==> config.mk <==
export PLATFORM = sky130hd
export DESIGN_NAME = instr_issue_queue_flat
export DESIGN_NICKNAME = d
export VERILOG_FILES = /design/src/rtl/arm_pkg.sv /design/src/rtl/instr_issue_queue_if.sv /design/src/rtl/instr_fifo.sv /design/src/rtl/instr_issue_queue.sv /design/src/flat_wrapper.sv
export SDC_FILE = /design/constraint.sdc
export NUM_CORES = 1
export LEC_CHECK = 0
export ABC_AREA = 1
export BUFFER_PORTS_ARGS = -buffer_cell sky130_fd_sc_hd__buf_4
export CAP_MARGIN = 20
export CORE_MARGIN = 10
export CORE_UTILIZATION = 54
export DETAILED_ROUTE_END_ITERATION = 8
export PLACE_DENSITY = 0.76
export SYNTH_ARGS = -nofsm -noshare
export SYNTH_HDL_FRONTEND = slang
export SYNTH_SLANG_ARGS = --single-unit
==> constraint.sdc <==
create_clock -name clk -period 2.6 [get_ports clk]
set_input_delay 0.13 -clock clk [delete_from_list [all_inputs] [get_ports clk]]
set_output_delay 0.13 -clock clk [all_outputs]
set_load 0.01 [all_outputs]
==> src/rtl/arm_pkg.sv <==
// Shared encodings for the ARM-style front end: NOP word, issue pacing default,
// issue-queue FSM state codes and data-processing opcode / CPSR flag positions.
package arm_pkg;

   localparam logic [31:0] NOP             = 32'h0000_0000;
   localparam int          NOP_GAP_DEFAULT = 4;

   typedef enum logic [1:0] {
      S_IDLE  = 2'd0,
      S_ISSUE = 2'd1,
      S_GAP   = 2'd2
   } issue_state_e;

   localparam logic [1:0] ST_IDLE  = S_IDLE;
   localparam logic [1:0] ST_ISSUE = S_ISSUE;
   localparam logic [1:0] ST_GAP   = S_GAP;

   localparam logic [3:0] OP_AND = 4'h0;
   localparam logic [3:0] OP_EOR = 4'h1;
   localparam logic [3:0] OP_SUB = 4'h2;
   localparam logic [3:0] OP_RSB = 4'h3;
   localparam logic [3:0] OP_ADD = 4'h4;
   localparam logic [3:0] OP_ADC = 4'h5;
   localparam logic [3:0] OP_SBC = 4'h6;
   localparam logic [3:0] OP_RSC = 4'h7;
   localparam logic [3:0] OP_TST = 4'h8;
   localparam logic [3:0] OP_TEQ = 4'h9;
   localparam logic [3:0] OP_CMP = 4'hA;
   localparam logic [3:0] OP_CMN = 4'hB;
   localparam logic [3:0] OP_ORR = 4'hC;
   localparam logic [3:0] OP_MOV = 4'hD;
   localparam logic [3:0] OP_BIC = 4'hE;
   localparam logic [3:0] OP_MVN = 4'hF;

   localparam int F_N = 31;
   localparam int F_Z = 30;
   localparam int F_C = 29;
   localparam int F_V = 28;

endpackage

==> src/rtl/instr_issue_queue_if.sv <==
// Loader/core side of the issue queue: push handshake, stall/flush controls
// and the registered issue stream with FIFO occupancy.
interface instr_issue_queue_if #(
   parameter int DEPTH = 8
);
   localparam int CW = $clog2(DEPTH + 1);

   logic          in_valid;
   logic [31:0]   in_instr;
   logic          in_ready;
   logic          stall;
   logic          flush;
   logic [31:0]   Instruction;
   logic          issued;
   logic [CW-1:0] count;
   logic          empty;
   logic          full;

   modport master (
      output in_valid, in_instr, stall, flush,
      input  in_ready, Instruction, issued, count, empty, full
   );

   modport slave (
      input  in_valid, in_instr, stall, flush,
      output in_ready, Instruction, issued, count, empty, full
   );

endinterface

==> src/rtl/instr_fifo.sv <==
// DEPTH x 32 instruction FIFO with synchronous flush; head word is visible
// combinationally so the issue FSM can load it on the popping edge.
module instr_fifo
   import arm_pkg::*;
#(
   parameter int DEPTH = 8,
   localparam int AW   = $clog2(DEPTH),
   localparam int CW   = $clog2(DEPTH + 1)
) (
   input  logic          clk,
   input  logic          reset,
   input  logic          push,
   input  logic [31:0]   push_data,
   input  logic          pop,
   input  logic          flush,
   output logic [31:0]   head,
   output logic [CW-1:0] count,
   output logic          empty,
   output logic          full
);

   logic [31:0]   mem [DEPTH];
   logic [AW-1:0] wr_ptr_q, wr_ptr_d;
   logic [AW-1:0] rd_ptr_q, rd_ptr_d;
   logic [CW-1:0] count_q, count_d;
   logic          wr_en;
   logic          rd_en;

   assign wr_en = push && !full && !flush;
   assign rd_en = pop && !empty && !flush;

   always_comb begin
      wr_ptr_d = wr_ptr_q;
      rd_ptr_d = rd_ptr_q;
      count_d  = count_q;
      if (flush) begin
         wr_ptr_d = '0;
         rd_ptr_d = '0;
         count_d  = '0;
      end else begin
         // DEPTH is a power of two, so pointer overflow is the modulo wrap
         if (wr_en) wr_ptr_d = wr_ptr_q + AW'(1);
         if (rd_en) rd_ptr_d = rd_ptr_q + AW'(1);
         if (wr_en && !rd_en)      count_d = count_q + CW'(1);
         else if (rd_en && !wr_en) count_d = count_q - CW'(1);
      end
   end

   always_ff @(posedge clk or negedge reset) begin
      if (!reset) begin
         wr_ptr_q <= '0;
         rd_ptr_q <= '0;
         count_q  <= '0;
      end else begin
         wr_ptr_q <= wr_ptr_d;
         rd_ptr_q <= rd_ptr_d;
         count_q  <= count_d;
      end
   end

   always_ff @(posedge clk) begin
      if (wr_en) mem[wr_ptr_q] <= push_data;
   end

   assign head  = mem[rd_ptr_q];
   assign count = count_q;
   assign empty = (count_q == '0);
   assign full  = (count_q == CW'(DEPTH));

endmodule

==> src/rtl/instr_issue_queue.sv <==
// Paces queued instructions onto the core fetch input, inserting NOP_GAP NOPs
// after every real word; stall freezes the stream, flush drops everything.
//
// state    | meaning
// ST_IDLE  | nothing in flight, NOP on Instruction, waiting for a queued word
// ST_ISSUE | real word on Instruction for one unstalled cycle, issued=1
// ST_GAP   | NOP padding, gap counter counts down to zero
module instr_issue_queue
   import arm_pkg::*;
#(
   parameter int DEPTH   = 8,
   parameter int NOP_GAP = NOP_GAP_DEFAULT
) (
   input  logic               clk,
   input  logic               reset,
   instr_issue_queue_if.slave q
);

   localparam int CW = $clog2(DEPTH + 1);
   localparam int GW = (NOP_GAP > 0) ? $clog2(NOP_GAP + 1) : 1;
   localparam logic [GW-1:0] GAP_LOAD = GW'((NOP_GAP > 0) ? NOP_GAP - 1 : 0);

   logic [1:0]    state_q, state_d;
   logic [GW-1:0] gap_q, gap_d;
   logic [31:0]   instr_q, instr_d;
   logic          try_issue;
   logic          pop;
   logic          push;
   logic [31:0]   head;
   logic [CW-1:0] fifo_count;
   logic          fifo_empty;
   logic          fifo_full;

   assign q.in_ready = !fifo_full && !q.flush;
   assign push       = q.in_valid && q.in_ready;

   instr_fifo #(
      .DEPTH (DEPTH)
   ) u_fifo (
      .clk       (clk),
      .reset     (reset),
      .push      (push),
      .push_data (q.in_instr),
      .pop       (pop),
      .flush     (q.flush),
      .head      (head),
      .count     (fifo_count),
      .empty     (fifo_empty),
      .full      (fifo_full)
   );

   always_comb begin
      state_d   = state_q;
      gap_d     = gap_q;
      instr_d   = instr_q;
      try_issue = 1'b0;
      pop       = 1'b0;
      if (q.flush) begin
         state_d = ST_IDLE;
         gap_d   = '0;
         instr_d = NOP;
      end else if (!q.stall) begin
         case (state_q)
            ST_IDLE:  try_issue = 1'b1;
            ST_ISSUE: begin
               if (NOP_GAP > 0) begin
                  state_d = ST_GAP;
                  gap_d   = GAP_LOAD;
                  instr_d = NOP;
               end else begin
                  try_issue = 1'b1;
               end
            end
            ST_GAP: begin
               if (gap_q == '0) try_issue = 1'b1;
               else             gap_d     = gap_q - GW'(1);
            end
            default: begin
               state_d = ST_IDLE;
               instr_d = NOP;
            end
         endcase
         // shared exit test: take the head if one is waiting, else go quiet
         if (try_issue) begin
            if (!fifo_empty) begin
               pop     = 1'b1;
               state_d = ST_ISSUE;
               instr_d = head;
            end else begin
               state_d = ST_IDLE;
               instr_d = NOP;
            end
         end
      end
   end

   always_ff @(posedge clk or negedge reset) begin
      if (!reset) begin
         state_q <= ST_IDLE;
         gap_q   <= '0;
         instr_q <= NOP;
      end else begin
         state_q <= state_d;
         gap_q   <= gap_d;
         instr_q <= instr_d;
      end
   end

   // a stalled ISSUE cycle holds the word but reports it only once, when it moves on
   assign q.issued      = (state_q == ST_ISSUE) && !q.stall;
   assign q.Instruction = instr_q;
   assign q.count       = fifo_count;
   assign q.empty       = fifo_empty;
   assign q.full        = fifo_full;

endmodule

==> src/flat_wrapper.sv <==
// flat-port wrapper written by rule: the top's interface ports become plain ports
module instr_issue_queue_flat import arm_pkg::*;
#(
   parameter int DEPTH   = 8,
   parameter int NOP_GAP = NOP_GAP_DEFAULT
)
  (clk, reset, q_in_valid, q_in_instr, q_stall, q_flush, q_in_ready, q_Instruction, q_issued, q_count, q_empty, q_full);
  instr_issue_queue_if #(.DEPTH(DEPTH)) q_i ();
  input  logic clk;
  input  logic reset;
  input wire logic [$bits(q_i.in_valid)-1:0] q_in_valid;
  input wire logic [$bits(q_i.in_instr)-1:0] q_in_instr;
  input wire logic [$bits(q_i.stall)-1:0] q_stall;
  input wire logic [$bits(q_i.flush)-1:0] q_flush;
  output wire logic [$bits(q_i.in_ready)-1:0] q_in_ready;
  output wire logic [$bits(q_i.Instruction)-1:0] q_Instruction;
  output wire logic [$bits(q_i.issued)-1:0] q_issued;
  output wire logic [$bits(q_i.count)-1:0] q_count;
  output wire logic [$bits(q_i.empty)-1:0] q_empty;
  output wire logic [$bits(q_i.full)-1:0] q_full;
  assign q_i.in_valid = q_in_valid;
  assign q_i.in_instr = q_in_instr;
  assign q_i.stall = q_stall;
  assign q_i.flush = q_flush;
  assign q_in_ready = q_i.in_ready;
  assign q_Instruction = q_i.Instruction;
  assign q_issued = q_i.issued;
  assign q_count = q_i.count;
  assign q_empty = q_i.empty;
  assign q_full = q_i.full;
  instr_issue_queue #(.DEPTH(DEPTH), .NOP_GAP(NOP_GAP)) u_core (.clk(clk), .reset(reset), .q(q_i));
endmodule
==> metrics, run 1 <==
status finished, final reports clean; share of cells above drive strength 1 0.1563; switching pwr 0.004035 W; post-synthesis mux area share 0; via count 7,876; post-synthesis adder-cell area fraction 0.007913; Chip Height 169.2 µm; worst setup path class reg -> reg; final worst-path cycle share 0.8524; IO Pins 77; Total Neg Setup Slack 0 ps; drt first pass iters 5; Clock Power Share 0.339; Fin Hold WS 194.5 ps; dpl cell area 12,980 µm²; gpl congestion 0.7997; input/output buffers 76; Clock Latency Late Sink 540 ps; first-pass GRT wire length 42,520 µm; Synth area leaders edfxtp_1 64%, dfrtp_1 9.8%, o21ai_0 6.3%; post-DP HPWL 15,100 µm; Leakage 5.287 nW; Post-Route Skew 10.70 ps; yosys warns 0; Comb pwr share 0.233; Synth area leader edfxtp_1; Nets 1,114; Commonest cells post-synth 256 x edfxtp_1, 202 x nor2_1, 152 x o21ai_0; Finished Cell Area 14,430 µm²; Via density 5.732; Clk Tree Root Cell clkbuf_16; post-synth top area share 0.6397; Simple-Gate Fraction of Synth Area 0.1099; worst-path fanout max 6; Seq pwr share 0.428; power per standard cell area 945.1 nW/µm²; Routed Wire Length 27,140 µm; Synth-to-Final Area Change 20.09%; Worst Path Arrival 2650 ps; CTS Sinks 303; post-route ant nets 0; largest net degree at the start of global routing 130; fin crit period 2216 ps; syn avg cell area 12.60 µm²; sequential area share after synthesis 0.7376; slew margin rel. 0.5192; Setup violations, final 0; Max Transition Viols Final 0; ys flop type edfxtp_1; combinational family with the most area after synthesis simple AND/OR/NAND/NOR gates; Pint 0.009602 W; initial drt markers 873; Post-synth EDFFs 256; Worst VDD drop 0.4833 mV; placed cell count 1,281; WL/cell 19.75 µm; Least-Margin Pin Slew 721.1 ps; # diodes 0; Initial Util 0.5489; Sw Ratio 0.2959; post-synth cell types 29; Compound-Gate Fraction of Synth Area 0.1067; CP required 3040 ps; row cnt 54; Mapped Nets 998; Async SR Flop Fraction 0.1551; post-synthesis cell count 954; initial antenna violation count 0; Die ar. 28,620 µm²; Critical Path Source Type flip-flop; worst reg-to-reg path cell count 18; number of remaining DRC errors 0; CP Capture Type flip-flop; RSZ-0062 raised after global routing false; XOR/XNOR Fraction of Synth Area 0.001458; MaxCap Viol Count 0; Clock transition at path regs 60 ps; number of buffers created by CTS 30; clk buf depth 3; vias in the first global route 7,938; worst hold path type in -> async; Yosys reg bits 303; Total GRT Usage 0.1841; Fin. Hold Viols 0; Max Clk Rate 451.2 MHz; chip width 169.2 µm; most numerous cell in the Yosys netlist edfxtp_1; CTS tree done; Post-Layout Cell Count 1,374; synthesized area 12,020 µm²; gr ovfl total 0; Max H-tree Level 1; core region area 21,890 µm²
layout by cell type (no fill, tap or decap), types with 9 or more instances in the layout:
cell           synthesis  layout
buf_12                 0       9
o221ai_1              20      20
buf_4                  6      93
nor2_4                 2      10
nor2_1               202     194
o21ai_1               33      33
edfxtp_1             256     256
dfrtp_1               47      45
o21ai_0              152     152
nand2_1               93      93
nand3_1               29      29
o211ai_1              20      20
inv_1                 24      24
dlygate4sd3_1          0      37
clkbuf_16              0      31
path summary, 6_finish.rpt:
path                                                 startpoint                                    end  slack (ps)
hold reg to reg            u_core.q.Instruction[25]$_DFFE_PN0P_   u_core.q.Instruction[25]$_DFFE_PN0P_         480
setup reg to reg                    u_core.gap_q[0]$_DFFE_PN0P_     u_core.u_fifo.count[3]$_DFFE_PN0P_         380
max in group asynchronous                                 reset  u_core.u_fifo.rd_ptr_q[0]$_DFFE_PN0P_        1860
min in group clk                                 q_in_instr[10]     u_core.u_fifo.mem[5][10]$_DFFE_PP_         370
setup / recovery                    u_core.gap_q[0]$_DFFE_PN0P_     u_core.u_fifo.count[3]$_DFFE_PN0P_         380
hold / removal                                            reset          u_core.state_q[1]$_DFFE_PN0P_         190
timing repair:
action,in CTS,in global routing
hold buffers,37,0
endpoints found under the hold margin,312,0
setup buffers,0,0
resized for setup,0,0
cell families (layout without fill, tap and decap cells):
group                      after synthesis  count (layout)
buffers and inverters                   82             222
and+or+nand+nor                        330             330
adders and majority gates                7               7
xor gates and xnor gates                 2               2
AOI/OAI and AO/OA                      230             230
DFF                                    303             303
cell type report:
type	instances	area (µm²)
Sequential cell	303	8869
Fill cell	1572	7461
Multi-Input combinational cell	569	2775
Timing Repair Buffer	139	1249
Clock buffer	37	818.3
Tap cell	280	350.3
Clock inverter	19	265.3
Inverter	27	103.9
metal layers:
layer	wire [µm]	track usage	vias to the layer above
met5	0	0	-
met4	653	0.06679	0
met3	1891	0.03474	51
met2	13580	0.3081	283
met1	11020	0.2351	3885
li1	-	-	3657
worst max-delay path, cell delays in order, from the launching register on:
cell and delay (ps):
dfrtp_1 340, inv_1 50, ha_1 190, ha_1 190, inv_1 70, nand2_1 100
nand4_4 160, nand2_4 90, ha_1 340, nand3_1 120, nand3_1 70, nand2_1 60
nand2_1 60, inv_1 50, nand2_1 40, nand2_1 60, inv_1 40, nand2_1 40
nand2_1 50
registers in the layout, indices dropped and copies added (netlist names):
register                count
u_core.u_fifo.wr_ptr_q      3
u_core.u_fifo.rd_ptr_q      3
u_core.u_fifo.mem         256
u_core.q.Instruction       32
u_core.gap_q                3
u_core.state_q              2
u_core.u_fifo.count         4
power by group through the flow:
stage | logic (W) | registers (W) | clock network [W]
2_1_floorplan | 0.00206 | 0.00597 | 0
5_1_grt | 0.00357 | 0.00587 | 0.00487
3_5_place_dp | 0.00311 | 0.00594 | 0
4_1_cts | 0.00320 | 0.00584 | 0.00467
3_3_place_gp | 0.00300 | 0.00592 | 0
6_report | 0.00317 | 0.00584 | 0.00462
through the flow:
stage | total power (W) | util | setup WS (ps)
final | 0.01364 | 0.6592 | 383.7
after global routing | 0.01431 | 0.6592 | 184.9
after CTS | 0.01371 | 0.6592 | 374.5
after detailed placement | 0.009050 | 0.5928 | 388.1
after global placement | 0.008925 | 0.5928 | 438.5
after floorplan | 0.008023 | - | -172.0
Power figures use the tool's default switching activity.
==> run 2, diff against run 1 <==
--- a/config.mk
+++ b/config.mk
@@ -5,7 +5,7 @@
 export SDC_FILE = /design/constraint.sdc
 export NUM_CORES = 1
 export LEC_CHECK = 0
-export ABC_AREA = 1
+export ABC_AREA = 0
 export BUFFER_PORTS_ARGS = -buffer_cell sky130_fd_sc_hd__buf_4
 export CAP_MARGIN = 20
 export CORE_MARGIN = 10
==> run 2 against run 1 <==
  * The run now ends with setup timing left
  * Worst hold slack better by 3.3 ps
  * Synthesized area fell by 3.6%
  * Worst setup slack got worse by 430 ps
  * Critical path depth fell by 6
  * Clock skew is 3.4 ps lower
  * Total power down 9.6%
  * Register-to-register slack got worse by 430 ps
  * Sequential share of layout area is 0.73 points higher
  * Critical path type unchanged
==> metrics, run 2 <==
first-pass GRT wire length 37,250 µm (-12%); power per standard cell area 863.9 nW/µm² (-8.6%); commonest non-fill, non-tap cell in the layout edfxtp_1; CTS tree done; Yosys reg bits 303 (unchanged); via count 5,900 (-25%); Finished Cell Area 14,260 µm² (-1.2%); post-synthesis cell count 580 (-39%); Mapped Nets 624 (-37%); Max H-tree Level 1 (unchanged); Worst R2R Start u_core.gap_q[1]$_DFFE_PN0P_; clk buf depth 3 (unchanged); Post-Route Skew 7.297 ps (-3.406 ps); MaxCap Viol Count 0 (unchanged); multi-input logic area 2746 µm² (-1.0%); # diodes 0 (unchanged); worst-path fanout max 3 (-3); WL/cell 23.16 µm (+17%); number of remaining DRC errors 0 (unchanged); Largest register FFs 256 (unchanged); Seq. cell area 8870 µm² (about the same); Worst VDD drop 0.5715 mV (+18%); placed cell count 933 (-27%); Clk Tree Root Cell clkbuf_16; synthesized area 11,580 µm² (-3.6%); post-synthesis mux area share 0.1539 (+0.1539); Nets 774 (-31%); Critical path origin u_core.gap_q[1]$_DFFE_PN0P_; Largest Register u_core.u_fifo.mem; Synth-to-Final Area Change 23.18%; slew margin rel. 0.3067 (-0.2125); Worst Path Arrival 3070 ps (+420 ps); XOR/XNOR Fraction of Synth Area 0.002269 (+0.0008116); Initial Util 0.5491 (about the same); Die ar. 27,700 µm² (-3.2%); post-DP HPWL 13,740 µm (-9.0%); final worst-path cycle share 1.019 (+0.1665); worst setup path class reg -> reg; Clock transition at path regs 60 ps (about the same); Synth area leaders edfxtp_1 66%, mux4_2 12%, dfrtp_1 10%; core region area 21,090 µm² (-3.7%); Chip Height 166.4 µm (-1.6%); Simple-Gate Fraction of Synth Area 0.03534 (-0.07451); share of cells above drive strength 1 0.3271 (+0.1708); number of buffers created by CTS 29 (-3.3%); largest net degree at the start of global routing 54 (-58%); worst setup path endpoint u_core.u_fifo.count[3]$_DFFE_PN0P_; yosys warns 0 (unchanged); status finished, violations left; most frequent cells in the layout 256 x edfxtp_1, 102 x buf_4, 64 x mux4_2, 46 x nand2_1, 44 x dfrtp_1; ys flop type edfxtp_1; most numerous cell in the Yosys netlist edfxtp_1; dpl cell area 12,830 µm² (-1.1%); initial antenna violation count 0 (unchanged); fin crit period 2649 ps (+433.0 ps); CP required 3020 ps (-20 ps); gpl congestion 0.7494 (-6.3%); Compound-Gate Fraction of Synth Area 0.02150 (-0.08522); initial drt markers 486 (-44%); Fin. Hold Viols 0 (unchanged); sequential area share after synthesis 0.7655 (+0.02790); Routed Wire Length 23,780 µm (-12%); row cnt 53 (-1.9%); Least-Margin Pin Slew 1032 ps (+311.0 ps); failing checks setup timing; post-synth top area share 0.6639 (+0.02420); combinational family with the most area after synthesis multiplexers; Max Clk Rate 377.5 MHz (-16%); RSZ-0062 raised after global routing true; post-synthesis adder-cell area fraction 0.008213 (+0.0002993); worst reg-to-reg path cell count 12 (-6); Final WS setup -49.35 ps (-433.0 ps); syn avg cell area 19.96 µm² (+58%); Critical Path Source Type flip-flop; Post-synth EDFFs 256 (unchanged); internal reg-to-reg setup slack -50 ps (-430 ps); worst hold path type in -> async; input/output buffers 76 (unchanged); Synth area leader edfxtp_1; drt first pass iters 5 (unchanged); Critical R2R Capture u_core.u_fifo.count[3]$_DFFE_PN0P_; FILL cells 1,312 (-17%); Max Transition Viols Final 0 (unchanged); Clock Latency Late Sink 530 ps (about the same); Post-Layout Cell Count 1,027 (-25%); post-route ant nets 0 (unchanged); Leakage 4.879 nW (-7.7%); chip width 166.4 µm (-1.6%); Total GRT Usage 0.1702 (-0.01388); Async SR Flop Fraction 0.1551 (unchanged); CTS Sinks 303 (unchanged); Via density 5.745 (+0.22%); Commonest cells post-synth 256 x edfxtp_1, 64 x mux4_2, 48 x nand2_1; gr ovfl total 0 (unchanged); vias in the first global route 6,490 (-18%); Setup violations, final 1 (+1); post-synth cell types 36 (+24%); IO Pins 77 (unchanged); CP Capture Type flip-flop
[run 2: through the flow]
step           utilization  setup TNS (ps)  total power [W]  setup WS [ps]  hold slack [ps]
4_1_cts             0.6734          -24.99          0.01242         -24.99            222.7
3_3_place_gp        0.6074          -85.05         0.007997         -85.05            217.0
5_1_grt             0.6763          -105.2          0.01287         -105.2            245.4
3_5_place_dp        0.6085          -206.5         0.008085         -206.5            230.7
6_report            0.6763          -49.35          0.01232         -49.35            197.8
2_1_floorplan            -           -1924         0.007241         -207.2           -165.6
[run 2: worst min path at each step]
stage | start | end | slack [ps]
after floorplan | reset | u_core.gap_q[0]$_DFFE_PN0P_ | -170
after global placement | reset | u_core.q.Instruction[3]$_DFFE_PN0P_ | 220
after detailed placement | reset | u_core.gap_q[0]$_DFFE_PN0P_ | 230
after CTS | reset | u_core.u_fifo.count[3]$_DFFE_PN0P_ | 220
after global routing | reset | u_core.q.Instruction[12]$_DFFE_PN0P_ | 250
final | reset | u_core.gap_q[1]$_DFFE_PN0P_ | 200
[run 2: timing repair]
item / in CTS / in global routing
pin swaps: 4 / 8
setup endpoints to repair: 1 / 21
gates resized for setup: 7 / 7
endpoints found under the hold margin: 311 / 0
setup buffers: 2 / 4
hold buffers: 35 / 0
[run 2: area by class of cell]
class                           instances  share of cell area
Clock buffer                           41             0.05615
Clock inverter                         12             0.01184
Inverter                                9            0.002369
Multi-Input combinational cell        240              0.1926
Sequential cell                       303              0.6219
Tap cell                              275             0.02412
Timing Repair Buffer                  147             0.09106
[run 2: worst max-delay path: stages, from the launching register on]
cell and delay (ps):
dfrtp_1 390, inv_2 80, ha_4 130, ha_4 120, nor2b_2 40, or4_4 510
nand2_4 110, ha_4 220, a21oi_4 130, nand2_2 70, or3_4 320, and4b_1 180
a211o_1 220
[run 2: where the power goes]
group          leakage [nW]  total (W)  switching (W)  internal, W
registers              2.94    0.00573       0.000193      0.00554
clock network         0.467    0.00422        0.00167      0.00254
logic                  1.47    0.00237        0.00112      0.00125
total                  4.88     0.0123        0.00298      0.00934
[run 2: cells by family (layout without fill, tap and decap cells)]
group | Yosys count | count (layout)
xor+xnor | 3 | 3
buf+inv | 37 | 209
fa+ha+maj | 7 | 7
flops | 303 | 303
simple gates | 85 | 85
compound gates | 47 | 47
mux | 98 | 98
[run 2: metal layers]
| metal | GRT usage | routed length (µm) | vias to the layer above |
|---|---|---|---|
| met1 | 0.2126 | 9595 | 3055 |
| li1 | - | - | 2612 |
| met4 | 0.06109 | 498 | 0 |
| met3 | 0.03060 | 1313 | 39 |
| met5 | 0 | 0 | - |
| met2 | 0.2925 | 12380 | 194 |
==> run 3, diff against run 2 <==
--- a/config.mk
+++ b/config.mk
@@ -8,6 +8,7 @@
 export ABC_AREA = 0
 export BUFFER_PORTS_ARGS = -buffer_cell sky130_fd_sc_hd__buf_4
 export CAP_MARGIN = 20
+export CORE_ASPECT_RATIO = 0.7
 export CORE_MARGIN = 10
 export CORE_UTILIZATION = 54
 export DETAILED_ROUTE_END_ITERATION = 8
==> run 3 against run 2 <==
  * The flow still finishes with violations (setup timing)
  * Highest routed layer unchanged
  * Largest cell class unchanged
  * Flip-flop and latch count unchanged
  * Critical path depth unchanged
  * Worst setup slack better by 43 ps
==> metrics, run 3 (same netlist as run 2, synthesis figures left out) <==
input/output buffers 76 (unchanged); largest net degree at the start of global routing 54 (unchanged); Clock Power Share 0.336 (-0.006); share of cells above drive strength 1 0.3231 (-0.004030); core region area 20,920 µm² (-0.79%); Clock Latency Late Sink 550 ps (+20 ps); Synth-to-Final Area Change 22.95%; Nets 770 (-0.52%); commonest non-fill, non-tap cell in the layout edfxtp_1; Clock transition at path regs 60 ps (about the same); Least-Margin Pin Slew 999.3 ps (-32.88 ps); chip width 195.0 µm (+17%); fin crit period 2606 ps (-43.11 ps); Setup WS pre-CTS -237.3 ps (-30.77 ps); FILL cells 1,333 (+1.6%); Critical R2R Capture u_core.u_fifo.count[3]$_DFFE_PN0P_; Worst Path Arrival 3040 ps (-30 ps); worst reg-to-reg path cell count 12 (unchanged); worst setup path class reg -> reg; Worst VDD drop 0.5532 mV (-3.2%); gr ovfl total 0 (unchanged); Setup violations, final 1 (unchanged); initial drt markers 492 (+1.2%); Largest register FFs 256 (unchanged); CP cell instances inv_1 -> ha_4 -> ha_4 -> nor2b_2 -> or4_4 -> nand2_4 -> ha_4 -> a21oi_2 -> nand2_1 -> or3_4 -> and4b_1 -> a211o_1; Worst R2R Start u_core.gap_q[0]$_DFFE_PN0P_; Fin. Hold Viols 0 (unchanged); Initial Util 0.5535 (+0.004400); CTS Sinks 303 (unchanged); number of remaining DRC errors 0 (unchanged); Comb pwr share 0.194 (+0.002); Chip Height 142.5 µm (-14%); Final WS setup -6.238 ps (+43.11 ps); status finished, violations left; post-route ant nets 0 (unchanged); Max Clk Rate 383.7 MHz (+1.7%); initial antenna violation count 1 (+1); gpl congestion 0.7637 (+1.9%); row cnt 44 (-17%); Die ar. 27,790 µm² (+0.33%); internal reg-to-reg setup slack -6 ps (+40 ps); Clk Tree Root Cell clkbuf_16; Max H-tree Level 1 (unchanged); power per standard cell area 858.3 nW/µm² (-0.66%); Sw Ratio 0.2480 (+0.005741); vias in the first global route 6,423 (-1.0%); Total Neg Setup Slack -6.238 ps (+43.11 ps); Total GRT Usage 0.1751 (+0.004922); Pint 0.009189 W (-1.6%); failing checks setup timing; most frequent cells in the layout 256 x edfxtp_1, 96 x buf_4, 64 x mux4_2, 47 x nand2_1, 44 x dfrtp_1; max incr delay on CP 430 ps (-80 ps); Max Transition Viols Final 0 (unchanged); switching pwr 0.003030 W (+1.5%); Largest Register u_core.u_fifo.mem; first-pass GRT wire length 38,140 µm (+2.4%); clk buf depth 3 (unchanged); CP required 3030 ps (about the same); Seq pwr share 0.470 (+0.005); Leakage 4.861 nW (-0.38%); number of buffers created by CTS 29 (unchanged); CP max stage cell or4_4; WL/cell 24.00 µm (+3.6%); Routed Wire Length 24,620 µm (+3.5%); slew margin rel. 0.3288 (+0.02208); most frequent cell on the critical path ha_4; worst hold path type in -> async; post-DP HPWL 14,140 µm (+2.9%); Top Family by Delay on Critical Path simple AND/OR/NAND/NOR gates; worst-path fanout max 3 (unchanged); WP buf/inv 1 (unchanged); Via density 5.896 (+2.6%); Post-Route Skew 17.19 ps (+9.896 ps); Pwr Total 0.01222 W (-0.84%); IO Pins 77 (unchanged); drt first pass iters 4 (-1); dpl cell area 12,840 µm² (about the same); MaxCap Viol Count 0 (unchanged); RSZ-0062 raised after global routing true; via count 6,049 (+2.5%); CTS tree done; Finished Cell Area 14,240 µm² (-0.18%); final worst-path cycle share 1.002 (-0.01658); Critical Path Source Type flip-flop; CP Capture Type flip-flop
[run 3: cell count changes in the layout (fill, tap and decap cells not counted), sizes merged]
| cell | delta |
|---|---|
| buf | -4 |
| clkinvlp | -1 |
| clkbuf | -1 |
| clkinv | +5 |
| diode | +1 |
| bufinv | -2 |
[run 3: repair_timing]
action	CTS	global route
resized for setup	8	2
hold buffers	35	0
setup endpoints to repair	1	1
pin swaps	6	4
setup buffers	4	2
endpoints found under the hold margin	311	0
[run 3: worst max-delay path by stage]
stage                                     start  cells past startpoint  slack [ps]                                 end
floorplan           u_core.gap_q[0]$_DFFE_PN0P_                     13        -210  u_core.u_fifo.count[3]$_DFFE_PN0P_
global placement    u_core.gap_q[0]$_DFFE_PN0P_                     12        -110  u_core.u_fifo.count[3]$_DFFE_PN0P_
detailed placement  u_core.gap_q[0]$_DFFE_PN0P_                     12        -240  u_core.u_fifo.count[3]$_DFFE_PN0P_
CTS                 u_core.gap_q[1]$_DFFE_PN0P_                     12           7  u_core.u_fifo.count[3]$_DFFE_PN0P_
global route        u_core.gap_q[0]$_DFFE_PN0P_                     12         -70  u_core.u_fifo.count[3]$_DFFE_PN0P_
finish              u_core.gap_q[0]$_DFFE_PN0P_                     12          -6  u_core.u_fifo.count[3]$_DFFE_PN0P_
[run 3: power by group through the flow]
stage	combinational (W)	sequential [W]	clock [W]
final	0.00237	0.00575	0.00410
after global routing	0.00257	0.00577	0.00437
after floorplan	0.00141	0.00583	0
after detailed placement	0.00225	0.00584	0
after global placement	0.00219	0.00581	0
after CTS	0.00239	0.00575	0.00418
[run 3: layout make-up]
type                       count  area [µm²]  area share
antenna                        1       2.502   0.0001758
clock buffer                  40       817.0     0.05739
sequential                   303        8870      0.6230
timing repair buffer         143        1306     0.09176
clock inverter                14       130.1    0.009140
tap                          276       345.3     0.02426
multi-input combinational    240        2731      0.1919
inverter                       9       33.78    0.002373
[run 3: layer usage]
layer / track usage / up-vias / share of wire
met4: 0.04247 / 0 / 0.017
met1: 0.2419 / 3199 / 0.44
li1: - / 2612 / -
met5: 0 / - / 0
met2: 0.2848 / 195 / 0.49
met3: 0.03272 / 43 / 0.056
[run 3: metrics by stage]
step	hold slack [ps]	std cells	utilization
after floorplan	-165.6	580	-
after global placement	227.8	929	0.6130
after detailed placement	233.1	930	0.6138
after CTS	193.8	1023	0.6795
after global routing	223.4	1026	0.6805
final	181.0	1026	0.6805
[run 3: worst reg2reg max path: stages (launching register included)]
cell	delay [ps]
dfrtp_1	390
inv_1	90
ha_4	150
ha_4	130
nor2b_2	40
or4_4	430
nand2_4	110
ha_4	210
a21oi_2	120
nand2_1	90
or3_4	330
and4b_1	180
a211o_1	220
